`src/rtl/neuron_mac_q12.sv`:
```
// neuron_mac_q12: streaming Q4.12 multiply-accumulate feeding a pipelined activation
//   clk        rising-edge clock
//   rst        asynchronous active-low reset
//   in_valid / in_ready / in_a / in_w / in_last / bias : beat stream, bias taken with the last beat
//   out_valid / out_ready / out_x : saturated Q4.12 result, held until accepted
//   act_valid  pulse marking the activation's registered y for the handed-off x
module neuron_mac_q12 #(
    parameter int WIDTH       = 16,
    parameter int FP          = 12,
    parameter int ACC_WIDTH   = 40,
    parameter int ACT_LATENCY = 4
) (
    input  logic                    clk,
    input  logic                    rst,
    input  logic                    in_valid,
    output logic                    in_ready,
    input  logic signed [WIDTH-1:0] in_a,
    input  logic signed [WIDTH-1:0] in_w,
    input  logic                    in_last,
    input  logic signed [WIDTH-1:0] bias,
    output logic                    out_valid,
    input  logic                    out_ready,
    output logic signed [WIDTH-1:0] out_x,
    output logic                    act_valid
);
    localparam int PW = 2 * WIDTH;
    localparam logic signed [ACC_WIDTH-1:0] X_MAX = {{(ACC_WIDTH-WIDTH+1){1'b0}}, {(WIDTH-1){1'b1}}};
    localparam logic signed [ACC_WIDTH-1:0] X_MIN = ~X_MAX;

    typedef enum logic [1:0] {ACC, DRAIN, FIN, OUT} state_t;

    state_t                  state;
    logic signed [PW-1:0]    prod;
    logic                    prod_vld;
    logic signed [ACC_WIDTH-1:0] acc, sum, scaled;
    logic signed [WIDTH-1:0] bias_r, sat_x;
    logic [ACT_LATENCY-1:0]  dl;
    logic                    take, fire;

    // in_ready is forced low while reset is held so nothing looks accepted during reset
    assign in_ready  = rst && state == ACC;
    assign take      = in_valid && in_ready;
    assign fire      = out_valid && out_ready;
    assign act_valid = dl[ACT_LATENCY-1];

    // bias is aligned to the product scale (2*FP fractional bits) before rescaling
    always_comb begin
        sum    = acc + {{(ACC_WIDTH-WIDTH-FP){bias_r[WIDTH-1]}}, bias_r, {FP{1'b0}}};
        scaled = sum >>> FP;
        sat_x  = scaled > X_MAX ? X_MAX[WIDTH-1:0] :
                 scaled < X_MIN ? X_MIN[WIDTH-1:0] : scaled[WIDTH-1:0];
    end

    always_ff @(posedge clk or negedge rst) begin
        if (!rst) begin
            state     <= ACC;
            prod      <= '0;
            prod_vld  <= 1'b0;
            acc       <= '0;
            bias_r    <= '0;
            out_x     <= '0;
            out_valid <= 1'b0;
        end else begin
            prod_vld <= take;
            if (take) prod <= PW'(in_a) * PW'(in_w);
            if (prod_vld) acc <= acc + {{(ACC_WIDTH-PW){prod[PW-1]}}, prod};
            case (state)
                ACC: if (take && in_last) begin
                    bias_r <= bias;
                    state  <= DRAIN;
                end
                DRAIN: state <= FIN;
                FIN: begin
                    out_x     <= sat_x;
                    out_valid <= 1'b1;
                    state     <= OUT;
                end
                OUT: if (out_ready) begin
                    out_valid <= 1'b0;
                    acc       <= '0;
                    state     <= ACC;
                end
                default: state <= ACC;
            endcase
        end
    end

    // delay line runs free of the FSM so pulses stay in flight across new vectors
    always_ff @(posedge clk or negedge rst) begin
        if (!rst) dl <= '0;
        else      dl <= {dl[ACT_LATENCY-2:0], fire};
    end
endmodule

```
`config.mk`:
```
export PLATFORM = sky130hd
export DESIGN_NAME = neuron_mac_q12
export DESIGN_NICKNAME = d
export VERILOG_FILES = /design/src/rtl/neuron_mac_q12.sv
export SDC_FILE = /design/constraint.sdc
export NUM_CORES = 1
export LEC_CHECK = 0
export CORE_AREA = 2 2 184 186
export DETAILED_ROUTE_END_ITERATION = 10
export DIE_AREA = 0 0 186 188
export PLACE_DENSITY = 0.73
export REMOVE_ABC_BUFFERS = 1
export SYNTH_ARGS = -nofsm -noshare
export SYNTH_HDL_FRONTEND = slang
export SYNTH_SLANG_ARGS = --single-unit
```
`constraint.sdc`:
```
create_clock -name clk -period 3.6 [get_ports clk]
set_input_delay 0.72 -clock clk [delete_from_list [all_inputs] [get_ports clk]]
set_output_delay 0.72 -clock clk [all_outputs]
set_load 0.02 [all_outputs]
```
Word level (Yosys, flattened, before mapping)

Cells that the tools add are included.

Input port bits: 53
Register bits: 112
Output and inout port bits: 19

$lt $le $gt $ge: 2
Muxes and demuxes: 10
Add/sub/neg operators: 2
Eq/ne operators: 5
Reductions and logical operators: 9
$mul: 1

Operator list:

| kind                                                  | count |
|---|---|
| 2-to-1 mux 40 bit                                     | 3 |
| adder 40 bit                                          | 2 |
| multiplier 16 x 16 -> 32 bit                          | 1 |
| 2-to-1 mux 16 bit                                     | 2 |
| > comparator 28 x 16 -> 1 bit, second input constant  | 1 |
| < comparator 28 x 16 -> 1 bit, second input constant  | 1 |
| one-hot mux 2 bit (4 select lines)                    | 1 |
| AND reduction 2 bit                                   | 3 |
| == test 2 bit, second input constant                  | 2 |
| logical AND 1 bit                                     | 4 |
| 2-to-1 mux 2 bit                                      | 2 |
| == test 2 x 1 -> 1 bit, second input constant         | 1 |
| zero test 2 bit                                       | 1 |
| inequality test 2 x 1 -> 1 bit, second input constant | 1 |
| inequality test 2 bit, second input constant          | 1 |
| one-hot mux 1 bit (2 select lines)                    | 1 |
| nonzero test 2 bit                                    | 1 |
| 2-to-1 mux 1 bit                                      | 1 |

Depth between registers and ports, before layout

Gate-level depths: netlist of the first run.

Word-level depth: 6
Depth in mapped cells: 25
Depth with buffers taken out: 24

Least setup slack after synthesis of the first run

OpenSTA, ideal clock, no wires.

Path kind: in2reg
Start point: input port in_a[15]
End point: register prod[30]
Setup slack: -3.009 ns
Data arrival time: 6.475 ns
Required time: 3.467 ns
Cell stages on the path: 21
Cell sequence: clkbuf_1 -> nand2_1 -> inv_1 -> fa_1 -> fa_1 -> fa_1 -> fa_1 -> fa_1 -> inv_1 -> fa_1 -> inv_1 -> ha_1 -> clkbuf_1 -> a21oi_1 -> o21ai_0 -> a221oi_1 -> a31oi_1 -> or4_1 -> a31oi_1 -> xor2_1 -> o21ai_0

Word-level cells in the longest chain between the ends: 1

RTL lines:

| item                         | RTL line | source |
|---|---|---|
| from (decl)                  | 17       | `input logic signed [WIDTH-1:0] in_a,` |
| multiplier 16 x 16 -> 32 bit | 65       | `if (take) prod <= PW'(in_a) * PW'(in_w);` |
| to (signal assigned)         | 65       |  |
| to (decl)                    | 33       | `logic signed [PW-1:0] prod;` |

No other way between the ends.
A chain may end at the register's enable or synchronous reset.

Final worst setup path of the first run

Start point: input port in_a[10]
End point: register prod[30]

The elaborated chain is that of the path after synthesis.

==> qor.txt, run 1 <==
===========================================================================================
Final antenna diode count ....................................................            0
Critical path endpoint category ..............................................         flop
Beginning of the critical path ...............................................     in_a[10]
Most common cell after layout, fill and taps aside ........................... sky130_fd_sc_hd__inv_1
Total number of vias .........................................................        15100
Setup Crit Path Kind .........................................................    in -> reg
Largest family of logic cells by synthesized area ............................  adder cells
Final clock skew .............................................................    0.0153 ns
Wire length after detailed routing ...........................................     47500 um
Logic depth of the worst register-to-register path ...........................           14
Run status ................................................................... finished, violations left
Finished Layout Cells ........................................................         2729
Fraction of layout instances using a drive strength above 1 ..................        22.8%
Relative slew slack ..........................................................        44.9%
Post-detailed-route count of antenna-violating nets ..........................            0
Clock-pin slew on the worst setup and hold paths .............................      0.09 ns
Largest net degree at the start of global routing ............................           59
Gpl congestion ...............................................................        0.900
Reg-to-reg slack, setup ......................................................     -0.02 ns
Area growth from synthesis to layout .........................................        24.0%
Via count of the first global-routing pass ...................................        15800
Flop and latch count out of synthesis ........................................          112
Ys async rst share ...........................................................         100%
Cell Count Post-Placement ....................................................         2667
Chip height ..................................................................       188 um
Critical path data required time .............................................      3.84 ns
TritonCTS clock tree .........................................................         done
Cell Rows ....................................................................           67
Part of the Yosys area used for sequential elements ..........................        15.6%
Number of warning messages in the yosys log ..................................            0
Starting Density .............................................................        54.1%
Share of synthesized cell area in and, or, nand and nor gates ................        16.4%
Number of hold-repair buffers added at the cts stage .........................            0
Transition at the pin with the smallest max-transition slack .................     0.825 ns
Number of enable flip-flop cells after synthesis .............................            0
Router iterations before antenna repair ......................................            5
Origin of the worst min-delay path ........................................... dl[2]$_DFF_PN0_
Placed Instance Area .........................................................  0.0204 mm^2
Wire length of the first global-routing pass .................................     76700 um
Clk sink count ...............................................................          112
Critical R2R Launch .......................................................... acc[12]$_DFF_PN0_
Tightest hold margin .........................................................     0.355 ns
Mean routed wirelength per cell ..............................................      17.4 um
Worst setup path endpoint .................................................... prod[30]$_DFFE_PN0P_
Type of the most critical hold path ..........................................   reg -> reg
Endpoints failing setup ......................................................           30
Maximum fanout along the worst path ..........................................            4
Number of antenna violations at the first check in global routing ............            0
Minimum setup slack in the final design ......................................     -2.53 ns
Detailed Place HPWL ..........................................................     37000 um
Commonest cells after routing, fill and taps aside ........................... 303 x sky130_fd_sc_hd__inv_1, 232 x sky130_fd_sc_hd__fa_1, 205 x sky130_fd_sc_hd__nand2_1, 200 x sky130_fd_sc_hd__buf_4, 120 x sky130_fd_sc_hd__ha_1
Final sum of negative setup slack ............................................    -48.46 ns
Maximum Capacitance Violations ...............................................            0
Share of synthesized area spent on multiplexers ..............................        2.68%
Floorplan Core Area ..........................................................  0.0331 mm^2
Post-detailed-route DRC marker count .........................................            0
Num CTS Buffers ..............................................................            9
Period minus WS final ........................................................      6.13 ns
Total GRT Usage ..............................................................        27.5%
Worst R2R End ................................................................ out_x[0]$_DFFE_PN0P_
Startpoint class of the critical path ........................................ primary input
Post-Syn Instances ...........................................................         2019
Port Buffer Count ............................................................           71
Top-level port count .........................................................           72
H-Tree Depth .................................................................            3
Clock Tree Buf Depth .........................................................            2
Number of design-rule violations left by the first detailed-router iteration .          772
Violations in the final reports .............................................. setup timing
Synthesized area divided by synthesized cell count ...........................    8.87 um^2
Count of final hold-check violations .........................................            0
Arrival time of data at the critical path endpoint ...........................      6.37 ns
Share of the synthesized area in compound gates (AO/OA/AOI/OAI) ..............        12.4%
Post-route fraction of the period consumed by the critical path ..............         170%
Clock root buffer ............................................................ sky130_fd_sc_hd__clkbuf_16
Post-synth cell types ........................................................           72
Top FF cell, synth ........................................................... sky130_fd_sc_hd__dfrtp_1
DIE WIDTH ....................................................................       186 um
Clock insertion delay at the later pin of the skew report ....................      0.37 ns
Final nets ...................................................................         2744
Vias per inst ................................................................         5.53
Post-synthesis xor/xnor area fraction ........................................        4.30%
Sum of overflow across all layers after global routing .......................            0
RSZ-0062 raised after global routing .........................................          yes
Post-synthesis instance area .................................................  0.0179 mm^2
Max frequency ................................................................    0.163 GHz
Synthesized-area fraction occupied by adder cells ............................        40.0%
Post-layout instance area ....................................................  0.0222 mm^2
Die area .....................................................................  0.0350 mm^2
Final count of pins violating max slew .......................................            0
===========================================================================================
-- registers in the layout (all words and copies together), names as in the netlist --
| name | flops |
|---|---|
| acc | 40 |
| dl | 4 |
| prod | 32 |
| state | 2 |
| out_x | 16 |
| prod_vld | 1 |
| bias_r | 16 |
| out_valid | 1 |
-- area by class of cell --
| cell class | instances | area [um^2] |
|---|---|---|
| Clock buffer | 9 | 225 |
| Timing Repair Buffer | 316 | 2780 |
| Multi-Input combinational cell | 1500 | 14500 |
| Tap cell | 448 | 561 |
| Inverter | 337 | 1260 |
| Fill cell | 2490 | 10900 |
| Clock inverter | 7 | 80.1 |
| Sequential cell | 112 | 2810 |
-- critical path, stage by stage --
cell	delay, ns
sky130_fd_sc_hd__buf_4	0.14
sky130_fd_sc_hd__and2_4	0.16
sky130_fd_sc_hd__fa_1	0.54
sky130_fd_sc_hd__inv_1	0.06
sky130_fd_sc_hd__fa_1	0.49
sky130_fd_sc_hd__fa_1	0.53
sky130_fd_sc_hd__inv_2	0.05
sky130_fd_sc_hd__fa_1	0.46
sky130_fd_sc_hd__fa_1	0.48
sky130_fd_sc_hd__inv_1	0.05
sky130_fd_sc_hd__fa_1	0.47
sky130_fd_sc_hd__inv_1	0.06
sky130_fd_sc_hd__ha_4	0.21
sky130_fd_sc_hd__a21o_1	0.18
sky130_fd_sc_hd__a21o_1	0.19
sky130_fd_sc_hd__a21oi_2	0.13
sky130_fd_sc_hd__inv_1	0.08
sky130_fd_sc_hd__a221oi_2	0.35
sky130_fd_sc_hd__a31oi_2	0.16
sky130_fd_sc_hd__or4_1	0.43
sky130_fd_sc_hd__a31oi_1	0.19
sky130_fd_sc_hd__xor2_1	0.16
sky130_fd_sc_hd__o21ai_1	0.07
-- per-layer routing --
metal / up-vias / track usage [%] / share of wire (%)
met5: - / 0 / 0
met4: 0 / 9.81 / 3.7
met3: 143 / 3.44 / 4.4
met2: 479 / 49.2 / 51
met1: 7420 / 33.8 / 41
li1: 7048 / - / -
-- kinds of logic after synthesis --
group,after synthesis
XOR/XNOR,88
flip-flops,112
AND/OR/NAND/NOR,608
AO/OA/AOI/OAI,343
buffers and inverters,407
adder cells (fa/ha/maj),415
multiplexers,46
-- what timing repair did --
action | CTS | global route
pin swaps | 120 | 39
setup buffers | 27 | 18
setup endpoints to repair | 43 | 44
hold endpoints to repair | 0 | 0
resized for setup | 362 | 99
cloned | 3 | 0
-- metrics by stage --
step | setup WS, ns | utilization [%]
2_1_floorplan | -2.78 | -
3_3_place_gp | -3.64 | 61.7
3_5_place_dp | -3.74 | 61.7
4_1_cts | -2.36 | 65.5
5_1_grt | -2.69 | 67.1
6_report | -2.53 | 67.1
-- synth_stat cells, types with 36 or more instances --
master                     count  area (um^2)
sky130_fd_sc_hd__a21o_1       44          330
sky130_fd_sc_hd__a21oi_1      87          435
sky130_fd_sc_hd__and2_1      135          845
sky130_fd_sc_hd__clkbuf_1     66          248
sky130_fd_sc_hd__dfrtp_1     112         2800
sky130_fd_sc_hd__fa_1        264         5290
sky130_fd_sc_hd__ha_1        151         1890
sky130_fd_sc_hd__inv_1       335         1260
sky130_fd_sc_hd__nand2_1     211          792
sky130_fd_sc_hd__nor2_1      121          454
sky130_fd_sc_hd__nor3_1       36          180
sky130_fd_sc_hd__o21ai_0      86          430
sky130_fd_sc_hd__xnor2_1      56          490
-- worst min-delay path by stage --
stage,endpoint,slack [ns],cells after the start
2_1_floorplan,dl[1]$_DFF_PN0_,0.33,0
6_report,dl[3]$_DFF_PN0_,0.35,0
4_1_cts,dl[3]$_DFF_PN0_,0.36,0
3_5_place_dp,dl[3]$_DFF_PN0_,0.34,0
5_1_grt,dl[2]$_DFF_PN0_,0.37,0
3_3_place_gp,dl[3]$_DFF_PN0_,0.34,0
Power of run 1 is left out: the tool's default activity adds up to more than one toggle a clock period on the data nets, which glitch-free logic cannot reach.
==> inputs of run 2 (changes only) <==
- CTS_CLUSTER_SIZE: unset -> 40
- SETUP_SLACK_MARGIN: unset -> 0.15
==> qor.txt, run 2 (synthesis gave the netlist of run 1 again) <==
===========================================================================================
Run status ................................................................... finished, violations left
Violations in the final reports .............................................. setup timing
Cell Count Post-Placement ....................................................         2667
Type of the most critical hold path ..........................................   reg -> reg
Largest net degree at the start of global routing ............................           59
Final clock skew .............................................................    0.0136 ns
Critical path endpoint category ..............................................         flop
Die area .....................................................................  0.0350 mm^2
Worst Hold Depth .............................................................            0
Origin of the worst min-delay path ........................................... dl[2]$_DFF_PN0_
Registers with the most flip-flops ........................................... acc x40, prod x32
Total number of vias .........................................................        15000
DIE WIDTH ....................................................................       186 um
Critical path data required time .............................................      3.84 ns
Mean routed wirelength per cell ..............................................      17.4 um
Final antenna diode count ....................................................            0
Clock-pin slew on the worst setup and hold paths .............................      0.09 ns
Maximum fanout along the worst path ..........................................            4
Vias per inst ................................................................         5.51
Chip height ..................................................................       188 um
Post-route fraction of the period consumed by the critical path ..............         172%
Floorplan Core Area ..........................................................  0.0331 mm^2
Arrival time of data at the critical path endpoint ...........................      6.42 ns
Endpoints failing setup ......................................................           27
Wire length after detailed routing ...........................................     47500 um
Maximum Capacitance Violations ...............................................            0
Reg-to-reg slack, setup ......................................................      0.01 ns
Starting Density .............................................................        54.1%
Most common cell after layout, fill and taps aside ........................... sky130_fd_sc_hd__inv_1
Number of antenna violations at the first check in global routing ............            0
Register bank with the most flops ............................................          acc
Count of final hold-check violations .........................................            0
Total GRT Usage ..............................................................        27.5%
Final count of pins violating max slew .......................................            0
Router iterations before antenna repair ......................................            5
Relative slew slack ..........................................................        45.4%
Startpoint class of the critical path ........................................ primary input
Max frequency ................................................................    0.162 GHz
Fraction of layout instances using a drive strength above 1 ..................        22.3%
Period minus WS final ........................................................      6.18 ns
Setup Crit Path Kind .........................................................    in -> reg
Number of hold-repair buffers added at the cts stage .........................            0
Worst Hold Path EP ........................................................... dl[3]$_DFF_PN0_
Largest register FFs .........................................................           40
Post-detailed-route DRC marker count .........................................            0
Cell Rows ....................................................................           67
Gpl congestion ...............................................................        0.900
Port Buffer Count ............................................................           71
Wire length of the first global-routing pass .................................     76800 um
Top-level port count .........................................................           72
Transition at the pin with the smallest max-transition slack .................     0.818 ns
Clock root buffer ............................................................ sky130_fd_sc_hd__clkbuf_16
Clock insertion delay at the later pin of the skew report ....................      0.37 ns
Tightest hold margin .........................................................     0.355 ns
Detailed Place HPWL ..........................................................     37000 um
Clock Tree Buf Depth .........................................................            2
Clk sink count ...............................................................          112
TritonCTS clock tree .........................................................         done
Area growth from synthesis to layout .........................................        23.7%
H-Tree Depth .................................................................            3
Sum of overflow across all layers after global routing .......................            0
Number of design-rule violations left by the first detailed-router iteration .          862
Via count of the first global-routing pass ...................................        15800
Worst R2R End ................................................................ out_x[0]$_DFFE_PN0P_
Num CTS Buffers ..............................................................            9
Critical R2R Launch .......................................................... acc[12]$_DFF_PN0_
Minimum setup slack in the final design ......................................     -2.58 ns
Commonest cells after routing, fill and taps aside ........................... 304 x sky130_fd_sc_hd__inv_1, 233 x sky130_fd_sc_hd__fa_1, 204 x sky130_fd_sc_hd__nand2_1, 193 x sky130_fd_sc_hd__buf_4
Post-detailed-route count of antenna-violating nets ..........................            0
Final nets ...................................................................         2741
RSZ-0062 raised after global routing .........................................          yes
Logic depth of the worst register-to-register path ...........................           13
Finished Layout Cells ........................................................         2726
===========================================================================================
-- run 2: cell types whose count changed in the layout (fill, tap and decap cells not counted), sizes merged --
cell and delta:
buf -4, clkbuf +1
-- run 2: stage by stage --
stage / utilization [%] / cell area (um^2) / setup slack (ns) / setup TNS, ns
floorplan: - / 17600 / -2.78 / -54.85
global placement: 61.7 / 20400 / -3.64 / -77.31
detailed placement: 61.7 / 20400 / -3.74 / -80.12
CTS: 65.5 / 21700 / -2.36 / -46.86
global route: 66.9 / 22200 / -2.74 / -56.20
finish: 66.9 / 22200 / -2.58 / -50.07
-- run 2: critical path, stage by stage --
cell                       delay (ns)
sky130_fd_sc_hd__buf_4           0.14
sky130_fd_sc_hd__and2_4          0.16
sky130_fd_sc_hd__fa_1            0.54
sky130_fd_sc_hd__inv_1           0.06
sky130_fd_sc_hd__fa_1            0.49
sky130_fd_sc_hd__fa_1            0.53
sky130_fd_sc_hd__inv_2           0.05
sky130_fd_sc_hd__fa_1            0.46
sky130_fd_sc_hd__fa_1            0.48
sky130_fd_sc_hd__inv_1           0.05
sky130_fd_sc_hd__fa_1            0.47
sky130_fd_sc_hd__inv_1           0.06
sky130_fd_sc_hd__ha_4            0.21
sky130_fd_sc_hd__a21o_1          0.19
sky130_fd_sc_hd__a21o_1          0.19
sky130_fd_sc_hd__a21oi_2         0.14
sky130_fd_sc_hd__inv_1           0.08
sky130_fd_sc_hd__a221oi_2        0.36
sky130_fd_sc_hd__a31oi_2         0.16
sky130_fd_sc_hd__or4_1           0.43
sky130_fd_sc_hd__a31oi_1         0.20
sky130_fd_sc_hd__xor2_1          0.16
sky130_fd_sc_hd__o21ai_1         0.07
-- run 2: layer usage --
layer / GRT usage, % / vias up / routed length (um)
met3: 3.20 / 124 / 1900
met4: 9.93 / 0 / 1710
met2: 49.4 / 388 / 24600
li1: - / 7031 / -
met5: 0 / - / 0
met1: 33.8 / 7479 / 19400
-- run 2: worst max path at each step --
stage                  start                    to  cells past startpoint
finish              in_a[10]  prod[30]$_DFFE_PN0P_                     23
global route        in_a[14]  prod[30]$_DFFE_PN0P_                     23
detailed placement   in_w[2]  prod[31]$_DFFE_PN0P_                     23
global placement     in_w[1]  prod[31]$_DFFE_PN0P_                     23
floorplan            in_w[1]  prod[30]$_DFFE_PN0P_                     21
CTS                  in_w[3]  prod[30]$_DFFE_PN0P_                     20
-- run 2: layout make-up --
type | instances | area [um^2]
Clock buffer | 9 | 225
Clock inverter | 7 | 80.1
Fill cell | 2508 | 10900
Inverter | 337 | 1260
Multi-Input combinational cell | 1500 | 14500
Sequential cell | 112 | 2810
Tap cell | 448 | 561
Timing Repair Buffer | 313 | 2750
-- run 2: timing repair --
action,4_1_cts,5_1_grt
setup endpoints to repair,45,49
cloned,2,0
pin swaps,126,35
buffers inserted,23,18
gates resized for setup,367,86
Power of run 2 is left out for the same reason.
==> inputs of run 3 (changes only) <==
- PLACE_DENSITY: 0.73 -> 0.75
==> qor.txt, run 3 (synthesis gave the netlist of run 1 again) <==
===========================================================================================
Run status ................................................................... finished, violations left
Violations in the final reports .............................................. setup timing
Number of design-rule violations left by the first detailed-router iteration .          789
Count of final hold-check violations .........................................            0
Post-detailed-route count of antenna-violating nets ..........................            0
Arrival time of data at the critical path endpoint ...........................      6.39 ns
Vias per inst ................................................................         5.51
TritonCTS clock tree .........................................................         done
Num CTS Buffers ..............................................................            9
Floorplan Core Area ..........................................................  0.0331 mm^2
Final count of pins violating max slew .......................................            0
DIE WIDTH ....................................................................       186 um
Final antenna diode count ....................................................            0
Final clock skew .............................................................    0.0134 ns
Clock Tree Buf Depth .........................................................            2
Starting Density .............................................................        54.1%
Type of the most critical hold path ..........................................   reg -> reg
Final nets ...................................................................         2751
Chip height ..................................................................       188 um
Worst Hold Depth .............................................................            0
Via count of the first global-routing pass ...................................        16100
Total GRT Usage ..............................................................        27.8%
Transition at the pin with the smallest max-transition slack .................     0.851 ns
Most common cell after layout, fill and taps aside ........................... sky130_fd_sc_hd__inv_1
Largest net degree at the start of global routing ............................           62
Post-route fraction of the period consumed by the critical path ..............         171%
Critical path data required time .............................................      3.84 ns
H-Tree Depth .................................................................            3
Router iterations before antenna repair ......................................            6
Worst Hold Path EP ........................................................... dl[1]$_DFF_PN0_
RSZ-0062 raised after global routing .........................................          yes
Worst R2R End ................................................................ out_x[0]$_DFFE_PN0P_
Period minus WS final ........................................................      6.15 ns
Max frequency ................................................................    0.163 GHz
Fraction of layout instances using a drive strength above 1 ..................        22.9%
Cell Rows ....................................................................           67
Maximum Capacitance Violations ...............................................            0
Relative slew slack ..........................................................        43.3%
Area growth from synthesis to layout .........................................        23.8%
Startpoint class of the critical path ........................................ primary input
Largest register FFs .........................................................           40
Post-detailed-route DRC marker count .........................................            0
Endpoints failing setup ......................................................           29
Die area .....................................................................  0.0350 mm^2
Wire length after detailed routing ...........................................     47600 um
Detailed Place HPWL ..........................................................     37300 um
Minimum setup slack in the final design ......................................     -2.55 ns
Clock insertion delay at the later pin of the skew report ....................      0.37 ns
Port Buffer Count ............................................................           71
Total number of vias .........................................................        15100
Sum of overflow across all layers after global routing .......................            0
Setup Crit Path Kind .........................................................    in -> reg
Mean routed wirelength per cell ..............................................      17.4 um
Reg-to-reg slack, setup ......................................................     -0.03 ns
Placed Instance Area .........................................................  0.0205 mm^2
Registers with the most flip-flops ........................................... acc x40, prod x32
Clock-pin slew on the worst setup and hold paths .............................      0.08 ns
Origin of the worst min-delay path ........................................... dl[0]$_DFF_PN0_
Maximum fanout along the worst path ..........................................            6
Clock root buffer ............................................................ sky130_fd_sc_hd__clkbuf_16
Post-layout instance area ....................................................  0.0222 mm^2
Wire length of the first global-routing pass .................................     77900 um
Number of antenna violations at the first check in global routing ............            0
Gpl congestion ...............................................................        0.930
Register bank with the most flops ............................................          acc
Critical path endpoint category ..............................................         flop
Top-level port count .........................................................           72
Commonest cells after routing, fill and taps aside ........................... 303 x sky130_fd_sc_hd__inv_1, 233 x sky130_fd_sc_hd__fa_1, 218 x sky130_fd_sc_hd__buf_4, 201 x sky130_fd_sc_hd__nand2_1, 124 x sky130_fd_sc_hd__ha_1
Logic depth of the worst register-to-register path ...........................           14
Critical R2R Launch .......................................................... acc[12]$_DFF_PN0_
Clk sink count ...............................................................          112
===========================================================================================
-- run 3: how the worst max path moves through the flow --
stage	from	endpoint	slack, ns	depth (start not counted)
floorplan	in_w[1]	prod[30]$_DFFE_PN0P_	-2.78	21
global placement	in_w[1]	prod[31]$_DFFE_PN0P_	-3.60	23
detailed placement	in_w[2]	prod[31]$_DFFE_PN0P_	-3.68	23
CTS	in_a[9]	prod[30]$_DFFE_PN0P_	-2.55	24
global route	in_w[1]	prod[30]$_DFFE_PN0P_	-2.82	24
finish	in_a[9]	prod[31]$_DFFE_PN0P_	-2.55	27
-- run 3: routing by layer --
metal / global-route usage [%] / vias to the layer above / routed length, um
met5: 0 / - / 0
met4: 10.4 / 0 / 1820
met3: 2.25 / 117 / 1660
met2: 51.3 / 405 / 24700
met1: 33.6 / 7478 / 19400
li1: - / 7062 / -
-- run 3: cell type report --
type | instances | area, um^2
flip-flops and latches | 112 | 2810
clock inverters | 5 | 46.3
well taps | 448 | 561
repair buffers | 323 | 2760
multi-input cells | 1500 | 14500
inverters | 337 | 1270
fillers | 2470 | 10900
clock buffers | 11 | 243
-- run 3: through the flow --
step | std cells | util [%] | setup TNS (ns) | worst slack [ns] | hold WS [ns]
finish | 2736 | 67.0 | -51.11 | -2.55 | 0.360
global route | 2736 | 67.0 | -56.90 | -2.82 | 0.365
CTS | 2717 | 65.1 | -49.70 | -2.55 | 0.364
detailed placement | 2672 | 61.8 | -79.60 | -3.68 | 0.341
global placement | 2672 | 61.8 | -77.62 | -3.60 | 0.333
floorplan | 1949 | - | -54.85 | -2.78 | 0.331
-- run 3: what timing repair did --
action | 4_1_cts | 5_1_grt
setup endpoints to repair | 45 | 49
setup buffers | 28 | 19
hold buffers | 0 | 0
pin swaps | 123 | 94
gates cloned | 1 | 0
gates resized for setup | 310 | 134
hold endpoints to repair | 0 | 0
-- run 3: critical path: stages --
cell	delay, ns
sky130_fd_sc_hd__buf_6	0.09
sky130_fd_sc_hd__buf_8	0.13
sky130_fd_sc_hd__and2_4	0.13
sky130_fd_sc_hd__fa_1	0.47
sky130_fd_sc_hd__inv_1	0.05
sky130_fd_sc_hd__fa_1	0.46
sky130_fd_sc_hd__fa_1	0.56
sky130_fd_sc_hd__inv_2	0.05
sky130_fd_sc_hd__fa_1	0.46
sky130_fd_sc_hd__fa_1	0.52
sky130_fd_sc_hd__inv_2	0.04
sky130_fd_sc_hd__fa_1	0.49
sky130_fd_sc_hd__inv_2	0.05
sky130_fd_sc_hd__ha_4	0.20
sky130_fd_sc_hd__buf_4	0.12
sky130_fd_sc_hd__buf_4	0.12
sky130_fd_sc_hd__buf_6	0.10
sky130_fd_sc_hd__a21o_1	0.18
sky130_fd_sc_hd__a21oi_4	0.21
sky130_fd_sc_hd__o21ai_2	0.08
sky130_fd_sc_hd__a221oi_2	0.24
sky130_fd_sc_hd__o21ai_1	0.14
sky130_fd_sc_hd__a41oi_2	0.26
sky130_fd_sc_hd__buf_4	0.15
sky130_fd_sc_hd__a21oi_4	0.05
sky130_fd_sc_hd__xnor2_2	0.20
sky130_fd_sc_hd__o21ai_1	0.08
Power of run 3 is left out for the same reason.
